--- src/rtl/kamus_csr.sv ---
// kamus_csr: machine-mode CSR register file.
// Holds the write/update side of the M-mode CSR space: CSRRW/CSRRS/CSRRC
// commits, the 64-bit cycle/instret counters, the timer compare register,
// trap-entry/mret bookkeeping and the registered interrupt request.
// Read data is combinational and always reflects the pre-write value.
module kamus_csr #(
  parameter logic [31:0] MTVEC_RESET = 32'h0000_0000,
  parameter logic [31:0] MISA_VALUE  = 32'h4000_0100
) (
  input  logic        clk_i,
  input  logic        rst_ni,
  input  logic [11:0] csr_addr_i,
  input  logic [1:0]  csr_op_i,
  input  logic [31:0] csr_wdata_i,
  output logic [31:0] csr_rdata_o,
  output logic        csr_illegal_o,
  input  logic        instret_i,
  input  logic        trap_i,
  input  logic [31:0] trap_pc_i,
  input  logic [4:0]  trap_cause_i,
  input  logic [31:0] trap_tval_i,
  input  logic        mret_i,
  input  logic        irq_ext_i,
  input  logic        irq_sw_i,
  output logic [31:0] mtvec_o,
  output logic [31:0] mepc_o,
  output logic        irq_pending_o
);

  typedef enum logic [1:0] {
    CSR_NONE = 2'b00,
    CSR_RW   = 2'b01,
    CSR_RS   = 2'b10,
    CSR_RC   = 2'b11
  } csr_op_e;

  localparam logic [11:0] ADDR_MSTATUS   = 12'h300;
  localparam logic [11:0] ADDR_MISA      = 12'h301;
  localparam logic [11:0] ADDR_MIE       = 12'h304;
  localparam logic [11:0] ADDR_MTVEC     = 12'h305;
  localparam logic [11:0] ADDR_MSCRATCH  = 12'h340;
  localparam logic [11:0] ADDR_MEPC      = 12'h341;
  localparam logic [11:0] ADDR_MCAUSE    = 12'h342;
  localparam logic [11:0] ADDR_MBADADDR  = 12'h343;
  localparam logic [11:0] ADDR_MIP       = 12'h344;
  localparam logic [11:0] ADDR_MCYCLE    = 12'hB00;
  localparam logic [11:0] ADDR_MCYCLEH   = 12'hB80;
  localparam logic [11:0] ADDR_MINSTRET  = 12'hB02;
  localparam logic [11:0] ADDR_MINSTRETH = 12'hB82;
  localparam logic [11:0] ADDR_MTIMECMP  = 12'h7C0;
  localparam logic [11:0] ADDR_MTIMECMPH = 12'h7C1;
  localparam logic [11:0] ADDR_CYCLE     = 12'hC00;
  localparam logic [11:0] ADDR_CYCLEH    = 12'hC80;
  localparam logic [11:0] ADDR_TIME      = 12'hC01;
  localparam logic [11:0] ADDR_TIMEH     = 12'hC81;
  localparam logic [11:0] ADDR_INSTRET   = 12'hC02;
  localparam logic [11:0] ADDR_INSTRETH  = 12'hC82;
  localparam logic [11:0] ADDR_MVENDORID = 12'hF11;
  localparam logic [11:0] ADDR_MARCHID   = 12'hF12;
  localparam logic [11:0] ADDR_MIMPID    = 12'hF13;
  localparam logic [11:0] ADDR_MHARTID   = 12'hF14;

  // Architectural state
  logic        mstatus_mie_q,  mstatus_mie_d;
  logic        mstatus_mpie_q, mstatus_mpie_d;
  logic        mie_meie_q,     mie_meie_d;
  logic        mie_mtie_q,     mie_mtie_d;
  logic        mie_msie_q,     mie_msie_d;
  logic [31:0] mtvec_q,        mtvec_d;
  logic [31:0] mepc_q,         mepc_d;
  logic [31:0] mscratch_q,     mscratch_d;
  logic [31:0] mbadaddr_q,     mbadaddr_d;
  logic [4:0]  mcause_q,       mcause_d;
  logic [63:0] cycle_q,        cycle_d;
  logic [63:0] instret_q,      instret_d;
  logic [63:0] timecmp_q,      timecmp_d;

  // Interrupt sampling: external/software levels, timer compare, SW-set msip
  logic        meip_q,         meip_d;
  logic        mtip_q,         mtip_d;
  logic        irq_sw_q,       irq_sw_d;
  logic        msip_sw_q,      msip_sw_d;
  logic        irq_pending_q,  irq_pending_d;

  csr_op_e     op;
  logic        msip_eff;
  logic [31:0] mstatus_rd;
  logic [31:0] mip_rd;
  logic [31:0] mie_rd;
  logic [31:0] mcause_rd;
  logic [31:0] read_val;
  logic        writable;
  logic [31:0] wval;
  logic        csr_we;

  assign op       = csr_op_e'(csr_op_i);
  assign msip_eff = irq_sw_q | msip_sw_q;

  assign mstatus_rd = {19'b0, 2'b11, 3'b0, mstatus_mpie_q, 3'b0, mstatus_mie_q, 3'b0};
  assign mip_rd     = {20'b0, meip_q, 3'b0, mtip_q, 3'b0, msip_eff, 3'b0};
  assign mie_rd     = {20'b0, mie_meie_q, 3'b0, mie_mtie_q, 3'b0, mie_msie_q, 3'b0};
  assign mcause_rd  = {mcause_q[4], 27'b0, mcause_q[3:0]};

  // Address decode: pre-write read value and whether the address accepts writes
  always_comb begin
    // NOTE: every output of a combinational block gets a default first, so no
    // path through the case leaves it unassigned and no latch is inferred.
    read_val = 32'h0;
    writable = 1'b0;
    unique case (csr_addr_i)
      ADDR_MSTATUS:   begin read_val = mstatus_rd;        writable = 1'b1; end
      ADDR_MISA:      begin read_val = MISA_VALUE;                          end
      ADDR_MIE:       begin read_val = mie_rd;            writable = 1'b1; end
      ADDR_MTVEC:     begin read_val = mtvec_q;           writable = 1'b1; end
      ADDR_MSCRATCH:  begin read_val = mscratch_q;        writable = 1'b1; end
      ADDR_MEPC:      begin read_val = mepc_q;            writable = 1'b1; end
      ADDR_MCAUSE:    begin read_val = mcause_rd;         writable = 1'b1; end
      ADDR_MBADADDR:  begin read_val = mbadaddr_q;        writable = 1'b1; end
      ADDR_MIP:       begin read_val = mip_rd;            writable = 1'b1; end
      ADDR_MCYCLE:    begin read_val = cycle_q[31:0];     writable = 1'b1; end
      ADDR_MCYCLEH:   begin read_val = cycle_q[63:32];    writable = 1'b1; end
      ADDR_MINSTRET:  begin read_val = instret_q[31:0];   writable = 1'b1; end
      ADDR_MINSTRETH: begin read_val = instret_q[63:32];  writable = 1'b1; end
      ADDR_MTIMECMP:  begin read_val = timecmp_q[31:0];   writable = 1'b1; end
      ADDR_MTIMECMPH: begin read_val = timecmp_q[63:32];  writable = 1'b1; end
      ADDR_CYCLE,
      ADDR_TIME:      read_val = cycle_q[31:0];
      ADDR_CYCLEH,
      ADDR_TIMEH:     read_val = cycle_q[63:32];
      ADDR_INSTRET:   read_val = instret_q[31:0];
      ADDR_INSTRETH:  read_val = instret_q[63:32];
      ADDR_MVENDORID,
      ADDR_MARCHID,
      ADDR_MIMPID,
      ADDR_MHARTID:   read_val = 32'h0;
      default:        read_val = 32'h0;
    endcase
  end

  // Read-modify-write value for the addressed CSR
  always_comb begin
    wval = csr_wdata_i;
    unique case (op)
      CSR_RW:   wval = csr_wdata_i;
      CSR_RS:   wval = read_val | csr_wdata_i;
      CSR_RC:   wval = read_val & ~csr_wdata_i;
      default:  wval = csr_wdata_i;
    endcase
  end

  assign csr_rdata_o   = read_val;
  assign csr_illegal_o = (op != CSR_NONE) && !writable;
  // Trap and mret own this cycle; a coinciding CSR write is dropped.
  assign csr_we        = (op != CSR_NONE) && writable && !trap_i && !mret_i;

  // Next-state: counters, interrupt sampling, trap/mret, then CSR writes
  always_comb begin
    mstatus_mie_d  = mstatus_mie_q;
    mstatus_mpie_d = mstatus_mpie_q;
    mie_meie_d     = mie_meie_q;
    mie_mtie_d     = mie_mtie_q;
    mie_msie_d     = mie_msie_q;
    mtvec_d        = mtvec_q;
    mepc_d         = mepc_q;
    mscratch_d     = mscratch_q;
    mbadaddr_d     = mbadaddr_q;
    mcause_d       = mcause_q;
    timecmp_d      = timecmp_q;
    msip_sw_d      = msip_sw_q;
    cycle_d        = cycle_q + 64'd1;
    instret_d      = instret_q + 64'(instret_i);
    meip_d         = irq_ext_i;
    irq_sw_d       = irq_sw_i;
    mtip_d         = (cycle_q >= timecmp_q);
    irq_pending_d  = mstatus_mie_q && ((mip_rd & mie_rd) != 32'h0);

    if (trap_i) begin
      mepc_d         = trap_pc_i & 32'hFFFF_FFFC;
      mcause_d       = trap_cause_i;
      mbadaddr_d     = trap_tval_i;
      mstatus_mpie_d = mstatus_mie_q;
      mstatus_mie_d  = 1'b0;
    end else if (mret_i) begin
      mstatus_mie_d  = mstatus_mpie_q;
      mstatus_mpie_d = 1'b1;
    end

    // A write to one counter half freezes the other half for that cycle.
    if (csr_we) begin
      unique case (csr_addr_i)
        ADDR_MSTATUS: begin
          mstatus_mie_d  = wval[3];
          mstatus_mpie_d = wval[7];
        end
        ADDR_MIE: begin
          mie_meie_d = wval[11];
          mie_mtie_d = wval[7];
          mie_msie_d = wval[3];
        end
        ADDR_MTVEC:     mtvec_d    = {wval[31:2], 2'b00};
        ADDR_MSCRATCH:  mscratch_d = wval;
        ADDR_MEPC:      mepc_d     = {wval[31:2], 2'b00};
        ADDR_MCAUSE:    mcause_d   = {wval[31], wval[3:0]};
        ADDR_MBADADDR:  mbadaddr_d = wval;
        ADDR_MIP:       msip_sw_d  = wval[3];
        ADDR_MCYCLE:    cycle_d    = {cycle_q[63:32], wval};
        ADDR_MCYCLEH:   cycle_d    = {wval, cycle_q[31:0]};
        ADDR_MINSTRET:  instret_d  = {instret_q[63:32], wval};
        ADDR_MINSTRETH: instret_d  = {wval, instret_q[31:0]};
        ADDR_MTIMECMP:  timecmp_d  = {timecmp_q[63:32], wval};
        ADDR_MTIMECMPH: timecmp_d  = {wval, timecmp_q[31:0]};
        default: ;
      endcase
    end
  end

  // State registers with asynchronous active-low reset
  always_ff @(posedge clk_i or negedge rst_ni) begin
    // NOTE: sequential state uses non-blocking assignments so every register
    // samples its _d value from before the edge, independent of statement order.
    if (!rst_ni) begin
      mstatus_mie_q  <= 1'b0;
      mstatus_mpie_q <= 1'b0;
      mie_meie_q     <= 1'b0;
      mie_mtie_q     <= 1'b0;
      mie_msie_q     <= 1'b0;
      mtvec_q        <= MTVEC_RESET & 32'hFFFF_FFFC;
      mepc_q         <= 32'h0;
      mscratch_q     <= 32'h0;
      mbadaddr_q     <= 32'h0;
      mcause_q       <= 5'h0;
      cycle_q        <= 64'h0;
      instret_q      <= 64'h0;
      timecmp_q      <= 64'hFFFF_FFFF_FFFF_FFFF;
      meip_q         <= 1'b0;
      mtip_q         <= 1'b0;
      irq_sw_q       <= 1'b0;
      msip_sw_q      <= 1'b0;
      irq_pending_q  <= 1'b0;
    end else begin
      mstatus_mie_q  <= mstatus_mie_d;
      mstatus_mpie_q <= mstatus_mpie_d;
      mie_meie_q     <= mie_meie_d;
      mie_mtie_q     <= mie_mtie_d;
      mie_msie_q     <= mie_msie_d;
      mtvec_q        <= mtvec_d;
      mepc_q         <= mepc_d;
      mscratch_q     <= mscratch_d;
      mbadaddr_q     <= mbadaddr_d;
      mcause_q       <= mcause_d;
      cycle_q        <= cycle_d;
      instret_q      <= instret_d;
      timecmp_q      <= timecmp_d;
      meip_q         <= meip_d;
      mtip_q         <= mtip_d;
      irq_sw_q       <= irq_sw_d;
      msip_sw_q      <= msip_sw_d;
      irq_pending_q  <= irq_pending_d;
    end
  end

  assign mtvec_o       = mtvec_q;
  assign mepc_o        = mepc_q;
  assign irq_pending_o = irq_pending_q;

endmodule
--- config.mk ---
export PLATFORM = sky130hd
export DESIGN_NAME = kamus_csr
export DESIGN_NICKNAME = d
export VERILOG_FILES = /design/src/rtl/kamus_csr.sv
export SDC_FILE = /design/constraint.sdc
export NUM_CORES = 1
export LEC_CHECK = 0
export ABC_CLOCK_PERIOD_IN_PS = 3100
export CORE_MARGIN = 5
export CORE_UTILIZATION = 40
export CTS_CLUSTER_DIAMETER = 150
export DETAILED_ROUTE_END_ITERATION = 16
export HOLD_SLACK_MARGIN = 0.05
export RECOVER_POWER = 25
export SLEW_MARGIN = 10
export SYNTH_ARGS = -nofsm -noshare
export SYNTH_HDL_FRONTEND = slang
export SYNTH_SLANG_ARGS = --single-unit
--- constraint.sdc ---
create_clock -name clk_i -period 3.1 [get_ports clk_i]
set_input_delay 0.31 -clock clk_i [delete_from_list [all_inputs] [get_ports clk_i]]
set_output_delay 0.31 -clock clk_i [all_outputs]
set_load 0.1 [all_outputs]
Word-level counts from Yosys, hierarchy flattened:

Index checks and enable logic that the tools add are counted.

* $add $sub $neg: 2
* multiply operators: 0
* divide/modulo/power cells: 0
* magnitude comparators: 1
* equal/unequal tests: 27
* shift operators: 0
* multiplexer cells: 25
* bitwise gates (word level): 7
* reductions and logical operators: 21

Operators with widths (count)
* $pmux 32 s15: 1
* $pmux 64 s2: 3
* $mux 32: 6
* $mux 64: 2
* $eq 12x12->1 const B: 10
* $eq 12x10->1 const B: 9
* $add 64x1->64: 1
* $add 64x1->64 const B: 1
* $ge 64x64->1: 1
* $pmux 32 s2: 1
* $and 32x32->32: 1
* $not 32->32: 1
* $or 32x32->32: 1
* $reduce_bool 32->1: 1
* $eq 12x11->1 const B: 2
* $mux 5: 3
* $reduce_or 14->1: 1
* $and 12x12->12: 1
* $mux 1: 9
* $ne 2x2->1 const B: 4
* $reduce_and 2->1: 4
* $reduce_and 3->1: 2
* $reduce_or 3->1: 2
* $logic_and 1x1->1: 5
* 6 further kinds: 11

* register bits: 333
* latch bits: 0
* bits in writable memories: 0
* memory bits (read-only): 0
* input bits: 122
* output and inout bits: 98
* memories kept: 0

Longest topological paths before layout:

* depth in word-level cells: 7
* mapped depth: 12

Worst setup path before layout:

Ideal clock, no wire load.

* path kind: input to register
* start: input port csr_addr_i[4]
* end: register cycle_q[17]
* library setup time: 0.091 ns
* arrival: 3.896 ns
* required time: 3.009 ns
* setup slack: -0.888 ns
* stages on the path: 7
* cells stage by stage: buf_2 > nor4b_1 > nand2_1 > buf_2 > o221ai_1 > a31oi_1 > a22oi_1

* cells in the longest elaborated chain, start to end: 7
* elaborated cells on any way between the ends: 37
* classes of those cells: eq/ne: 22; mux: 5; bitwise: 2; reduce/logical: 8

Ends and longest elaborated chain
* start, declared: RTL line 12 `input logic [11:0] csr_addr_i,`
* $eq 12x12->1: RTL line 110 `unique case (csr_addr_i)`
* $reduce_or 3->1 (no source line) or $reduce_or 2->1 (tied branches)
* $pmux 32 s15 *: RTL line 110
* named net csr_rdata_o[17]: RTL line 15 `output logic [31:0] csr_rdata_o,`
* $and 32x32->32 or $or 32x32->32 (tied branches): RTL line 146, 145
* $pmux 32 s2 *: RTL line 143 `unique case (op)`
* $pmux 64 s2 *: RTL line 190 `unique case (csr_addr_i)`
* $mux 64 *: RTL line 189 `if (csr_we) begin`
* end signal, assigned: RTL line 251 `cycle_q <= cycle_d;`
* end, declared: RTL line 74 `logic [63:0] cycle_q, cycle_d;`

The timed path passes the listed nets; every way through them passes the cells marked *.
A chain may end at the register's enable or synchronous reset.

Final worst setup path:

* start: input port csr_addr_i[4]
* end: output port csr_rdata_o[8]

* cells in the longest elaborated chain, start to end: 3
* elaborated cells on any way between the ends: 26
* classes of those cells: eq/ne: 21; mux: 1; reduce/logical: 4

Ends and longest elaborated chain (RTL line)
* $eq 12x12->1: 110
* $reduce_or 3->1 (no source line) or $reduce_or 2->1 (tied branches)
* $pmux 32 s15 *: 110
* end, declared: 15

Every way passes the cells marked *; elsewhere a longest branch is shown, timed or not.

==> load_flow_metrics.sql <==
INSERT INTO impl_metrics (metric_group, metric, value, unit) VALUES
('outcome', 'outcome', 'finished, final reports clean', ''),
('placed_design', 'port_buffers', '215', ''),
('pwr', 'finalPower', '0.0115', 'W'),
('cts', 'cts_made_buffers', '41', ''),
('cells_and_area', 'layout-drive-gt1-share', '26.8', '%'),
('sta', 'post-route-worst-setup-slack', '0.0348', 'ns'),
('routing', 'antenna_violating_nets_post_route', '0', ''),
('routing', 'drt-initial-drc-count', '2664', ''),
('cells_and_area', 'design.final.nets', '3117', ''),
('synthesis', 'yosys.area_share.xor_xnor', '1.68', '%'),
('synthesis', 'number_of_enable_flip_flop_cells_after_synthesis', '0', ''),
('pwr', 'leakage', '12.1', 'nW'),
('global_route', 'grt_util_met1', '49.3', '%'),
('worst_setup_path', 'rr_startpoint', 'cycle_q[0]', ''),
('worst_setup_path', 'crit-reg2reg-capture', 'cycle_q[60]', ''),
('synthesis', 'synth-compound-area-share', '24.5', '%'),
('sta', 'post-route-period-util', '98.9', '%'),
('worst_setup_path', 'cp_data_arrival_time', '2.76', 'ns'),
('routing', 'drt_first_pass_iters', '6', ''),
('synthesis', 'main_combinational_cell_family_by_area_after_synthesis', 'compound AO/OA/AOI/OAI gates', ''),
('pwr', 'ir_worst_vdd', '0.427', 'mV'),
('cells_and_area', 'area_growth_syn_to_layout', '38.7', '%'),
('synthesis', 'asyncSetResetFlopFracSynth', '100', '%'),
('worst_setup_path', 'crit_path_cells', 'clkdlybuf4s15_1 > buf_6 > buf_4 > or4b_4 > buf_12 > nor4_4 > buf_4 > a221oi_1 > buf_4 > nand4_1 > buf_4 > buf_12', ''),
('worst_setup_path', 'regToRegSetupSlack', '0.13', 'ns'),
('synthesis', 'number_of_warning_messages_in_the_yosys_log', '0', ''),
('global_route', 'use_met2', '52.5', '%'),
('synthesis', 'mappedNetlistArea', '20900', 'µm²'),
('floorplan', 'fp.dieArea', '56900', 'µm²'),
('synthesis', 'synth_mux_area_share', '3.95', '%'),
('global_route', 'most_congested_layer_reported_by_global_routing', 'met2', ''),
('global_route', 'grt_max_degree', '87', ''),
('worst_setup_path', 'cp.required', '2.79', 'ns'),
('global_route', 'grt_overflow', '0', ''),
('placed_design', 'dpl.hpwl', '77.2', 'mm'),
('synthesis', 'synth.ff_latch_count', '333', ''),
('min_path', 'hold_path_depth', '1', ''),
('sta', 'skew', '0.0306', 'ns'),
('global_route', 'global_route.usage.met3', '7.51', '%'),
('synthesis', 'leading_post_synthesis_cells_by_cell_area', 'dfrtp_1 32%, dfstp_2 8.0%, o21ai_0 5.7%, a21oi_1 4.9%, nand2_1 4.8%', ''),
('worst_setup_path', 'crit_path_frequent_cell', 'buf_4', ''),
('cts', 'cts-root-to-sink-buffers', '3', ''),
('placed_design', 'gp_congestion', '0.984', ''),
('sta', 'timing_max_transition_violations_final', '0', ''),
('global_route', 'antenna_found_initial', '1', ''),
('synthesis', 'synth_adder_area_share', '4.01', '%'),
('worst_setup_path', 'cp_slowest_cell', 'or4b_4', ''),
('cts', 'clock_sink_count', '333', ''),
('sta', 'final-hold-violation-count', '0', ''),
('pwr', 'p_per_area', '396', 'nW/µm²'),
('placed_design', 'numPlacedInstances', '3520', ''),
('worst_setup_path', 'worst-r2r-cell-count', '9', ''),
('sta', 'fmaxAchievable', '326', 'MHz'),
('worst_setup_path', 'worst_setup_path_endpoint', 'csr_rdata_o[8]', ''),
('floorplan', 'initial_utilization', '40.6', '%'),
('cts', 'cts_root_buf', 'clkbuf_16', ''),
('routing', 'total_wire_length_after_detailed_routing', '101', 'mm'),
('cts', 'ctsHtreeMaxLevel', '2', ''),
('floorplan', 'core_area', '51500', 'µm²'),
('floorplan', 'fp.dieW', '239', 'µm'),
('run', 'maxCapViolCount', '0', ''),
('synthesis', 'netlist.area_leader.share', '32.2', '%'),
('synthesis', 'yosysUniqueCellTypes', '91', ''),
('sta', 'finalWorstPathRequiredPeriod', '3.07', 'ns'),
('global_route', 'number_of_global_route_vias_before_repair', '21800', ''),
('synthesis', 'synth_largest_area_cell', 'dfrtp_1', ''),
('sta', 'max-slew-margin-rel', '12.0', '%'),
('worst_setup_path', 'cpPeakStageDelay', '0.56', 'ns'),
('sta', 'final-setup-viol-count', '0', ''),
('placed_design', 'pre_cts_slack', '-0.540', 'ns'),
('routing', 'detail_route.wl_per_cell', '27.8', 'µm');
cell usage in the layout (no fill, tap or decap), types with 80 or more instances in the layout:
| master | netlist | final |
|---|---|---|
| nor2_1 | 131 | 129 |
| o21ai_1 | 24 | 80 |
| nand2_1 | 266 | 263 |
| o21ai_0 | 236 | 180 |
| buf_12 | 0 | 87 |
| inv_1 | 92 | 92 |
| dfrtp_1 | 269 | 265 |
| a21oi_1 | 204 | 188 |
| buf_4 | 13 | 427 |
| clkdlybuf4s50_1 | 0 | 105 |
sequential cells by signal, summed over array words and instances (netlist names):
signal          count
cycle_q            64
mtip_q              1
mstatus_mie_q       1
mbadaddr_q         32
irq_pending_o       1
mie_msie_q          1
mcause_q            5
mie_meie_q          1
msip_sw_q           1
meip_q              1
mscratch_q         32
timecmp_q          64
instret_q          64
mepc_o             32
mstatus_mpie_q      1
irq_sw_q            1
mtvec_o            30
mie_mtie_q          1
synthesized netlist by cell type, types with 14 or more instances:
| master | instances |
|---|---|
| a22oi_1 | 47 |
| nor3_1 | 37 |
| nand4_1 | 65 |
| dfstp_2 | 64 |
| xnor2_1 | 27 |
| nand3_1 | 65 |
| o21ai_0 | 236 |
| a21o_1 | 14 |
| a211oi_1 | 82 |
| a21oi_1 | 204 |
| a31oi_1 | 21 |
| buf_2 | 51 |
| ha_1 | 67 |
| nor4_1 | 19 |
| o21ai_1 | 24 |
| and3_1 | 43 |
| nor2_1 | 131 |
| o22ai_1 | 19 |
| mux2i_1 | 61 |
| inv_1 | 92 |
| nor2b_1 | 71 |
| nand2_1 | 266 |
| o211ai_1 | 16 |
| mux2_2 | 19 |
| clkbuf_1 | 95 |
| a222oi_1 | 20 |
| nor3b_1 | 17 |
| dfrtp_1 | 269 |
| a221oi_1 | 20 |
metal layers:
metal  up-vias  wire [µm]
li1       9970          -
met4         0       3990
met2      1184      44200
met1     11100      43100
met5         -          0
met3       207       9940
cells by family after synthesis:
kind of cell / count (synthesis)
and+or+nand+nor: 813
AOI/OAI and AO/OA: 803
DFF: 333
buffers and inverters: 263
muxes: 80
adders and majority gates: 67
xor gates and xnor gates: 40
other: 1
how the worst min path moves through the flow:
stage,start,to,slack (ns)
floorplan,rst_ni,cycle_q[0],0.01
global placement,rst_ni,mepc_o[19],0.38
detailed placement,rst_ni,mepc_o[19],0.38
CTS,irq_ext_i,meip_q,0.18
global route,irq_ext_i,meip_q,0.31
finish,irq_sw_i,irq_sw_q,0.31
area by class of cell:
cell class / count / area, µm²
Antenna cell: 2 / 5.00
Clock buffer: 65 / 1210
Clock inverter: 8 / 46.3
Fill cell: 4716 / 22500
Inverter: 93 / 349
Multi-Input combinational cell: 1805 / 11800
Sequential cell: 333 / 8420
Tap cell: 680 / 851
Timing Repair Buffer: 654 / 6360
worst max-delay path: cells and delay by family:
family                 cells  cell delay, ns
buffers and inverters      8            1.33
and+or+nand+nor            3            1.02
AOI/OAI and AO/OA          1            0.09
repair_timing:
item                                    CTS  global route
resized for setup                        44            28
setup buffers                            34            11
endpoints found under the hold margin    80             0
hold buffers                              1             0
pin swaps                                19            14
endpoints found under the setup margin   31            22
gates cloned                              2             0
power breakdown:
part           total (W)  switching, W  leakage [nW]  internal (W)
registers        0.00481      0.000275          4.13       0.00453
logic            0.00198       0.00123          7.34      0.000755
clock network    0.00468       0.00201         0.614       0.00267
total             0.0115       0.00351          12.1       0.00796
stage by stage:
stage / TNS, ns / cell area (µm²)
2_1_floorplan: -31.16 / 21300
3_3_place_gp: -64.97 / 27200
3_5_place_dp: -71.12 / 27200
4_1_cts: 0 / 28900
5_1_grt: -0.0361 / 29000
6_report: 0 / 29000
Power figures use the tool's default switching activity.
==> patch, RTL diff (config.mk and constraints unchanged) <==
Put a register stage on the outputs `csr_rdata_o` and `csr_illegal_o`, without a reset. The values now appear one clock later. The other outputs are not delayed to match.
--- a/src/rtl/kamus_csr.sv
+++ b/src/rtl/kamus_csr.sv
@@ -149,6 +149,8 @@
   end
 
-  assign csr_rdata_o   = read_val;
-  assign csr_illegal_o = (op != CSR_NONE) && !writable;
+  always_ff @(posedge clk_i) begin
+    csr_rdata_o   <= read_val;
+    csr_illegal_o <= (op != CSR_NONE) && !writable;
+  end
   // Trap and mret own this cycle; a coinciding CSR write is dropped.
   assign csr_we        = (op != CSR_NONE) && writable && !trap_i && !mret_i;
Behaviour: not the same (a bounded check fails within 4 cycles, from zero or initial values and one cycle with rst_ni low).
==> patch against the original RTL <==
The run now ends with max-capacitance violations, max-slew violations left; area after synthesis is 2.1% higher; non-clock buffer count is 3 lower; via count is 1.8% lower; design area is 0.58% lower; sequential cell count is 33 higher; setup slack better by 31 ps; synthesized cell count is 1.6% lower; wire length is 1.5% lower; total power is 9.3% higher; register-to-register slack worse by 60 ps; largest cell class unchanged; largest power group is now the clock network; highest routed layer is now met5.
==> patch: results (changes against the original RTL) <==
| Metric | Value |
|---|---|
| Crit path largest cell delay | 580 ps (+20 ps) |
| Antenna Cells | 0 (-2) |
| GR Util met2 | 52.02% (-0.48 points) |
| Mapped Cells | 2361 (-1.6%) |
| HP Start | irq_ext_i |
| Worst Skew | 32.86 ps (+2.235 ps) |
| Routed wl met2 | 44.27 mm (+0.16%) |
| Maxcap violations | 1 (+1) |
| Async SR Flop Fraction | 90.98% (-9.0 points) |
| Complex-gate fraction of the synthesized area | 22.07% (-2.4 points) |
| Share of cells above drive strength 1 | 24.23% (-2.6 points) |
| WHS | 275.3 ps (-39.50 ps) |
| Worst path top cell family by delay | simple AND/OR/NAND/NOR gates |
| CP max stage cell | dfstp_2 |
| Tot Pwr | 12540 µW (+9.3%) |
| Worst setup SP type | flop |
| Pre-CTS setup slack | -606.9 ps (-67.15 ps) |
| Initial DRC count | 2496 (-6.3%) |
| Failing checks | max-capacitance violations, max-slew violations |
| DR WL met3 | 8.561 mm (-14%) |
| Die ar. | 58050 µm² (+2.0%) |
| Fin. max-slew vios | 40 (+40) |
| CP Launch Point | timecmp_q[14] |
| Fmax | 0.3295 GHz (+1.0%) |
| Met1 Track Usage GR | 48.71% (-0.59 points) |
| Outcome | finished with violations |
| Worst setup path end | mtip_q |
| Least-Margin Pin Slew | 2475 ps (+1155 ps) |
| Placed Cells | 3544 (+0.68%) |
| DR vias | 22070 (-1.8%) |
| Worst vdd ir | 0.0003330 V (-22%) |
| Register area share after synthesis | 42.53% (+2.3 points) |
| Met3 usage | 5.679% (-1.8 points) |
| Largest net degree at the start of global routing | 85 (-2.3%) |
| CP max FO | 3 (-2) |
| Leak Pwr | 0.01235 µW (+2.2%) |
| Vias in the first global route | 21280 (-2.2%) |
| Distinct cells, synth | 94 (+3.3%) |
| 1st-pass router iterations | 8 (+2) |
| Tot GR Track Use | 33.69% (-0.90 points) |
| Reg2Reg Setup Slack | 70 ps (-60 ps) |
| Routed WL | 99.71 mm (-1.5%) |
| Routability Congestion | 1.019 (+3.6%) |
| Post-Synth Adder-Cell Area | 3.929% (-0.083 points) |
-- patch: layout make-up --
type / instances / area, µm²
Clock inverter: 19 / 221.5
Timing Repair Buffer: 651 / 5747
Sequential cell: 366 / 9074
Multi-Input combinational cell: 1739 / 11240
Inverter: 101 / 379.1
Fill cell: 4803 / 23830
Clock buffer: 63 / 1296
Tap cell: 688 / 860.8
-- patch: logic make-up (layout without fill, tap and decap cells) --
kind of cell | after synthesis | in the layout
compound gates | 715 | 715
xor+xnor | 85 | 85
fa+ha+maj | 67 | 67
buf+inv | 257 | 834
flops | 366 | 366
mux | 77 | 77
other cells | 1 | 2
simple gates | 793 | 793
-- patch: what timing repair did --
item,CTS,global route
endpoints found under the hold margin,56,0
buffers inserted,0,0
gates resized for setup,1,1
setup endpoints to repair,1,8
pin swaps,0,0
hold buffers,1,0
-- patch: power breakdown --
part,total [µW],switching (µW),internal [µW]
combinational,1830,1120,705
clock,5530,2270,3260
sequential,5180,237,4940
total,12500,3630,8910
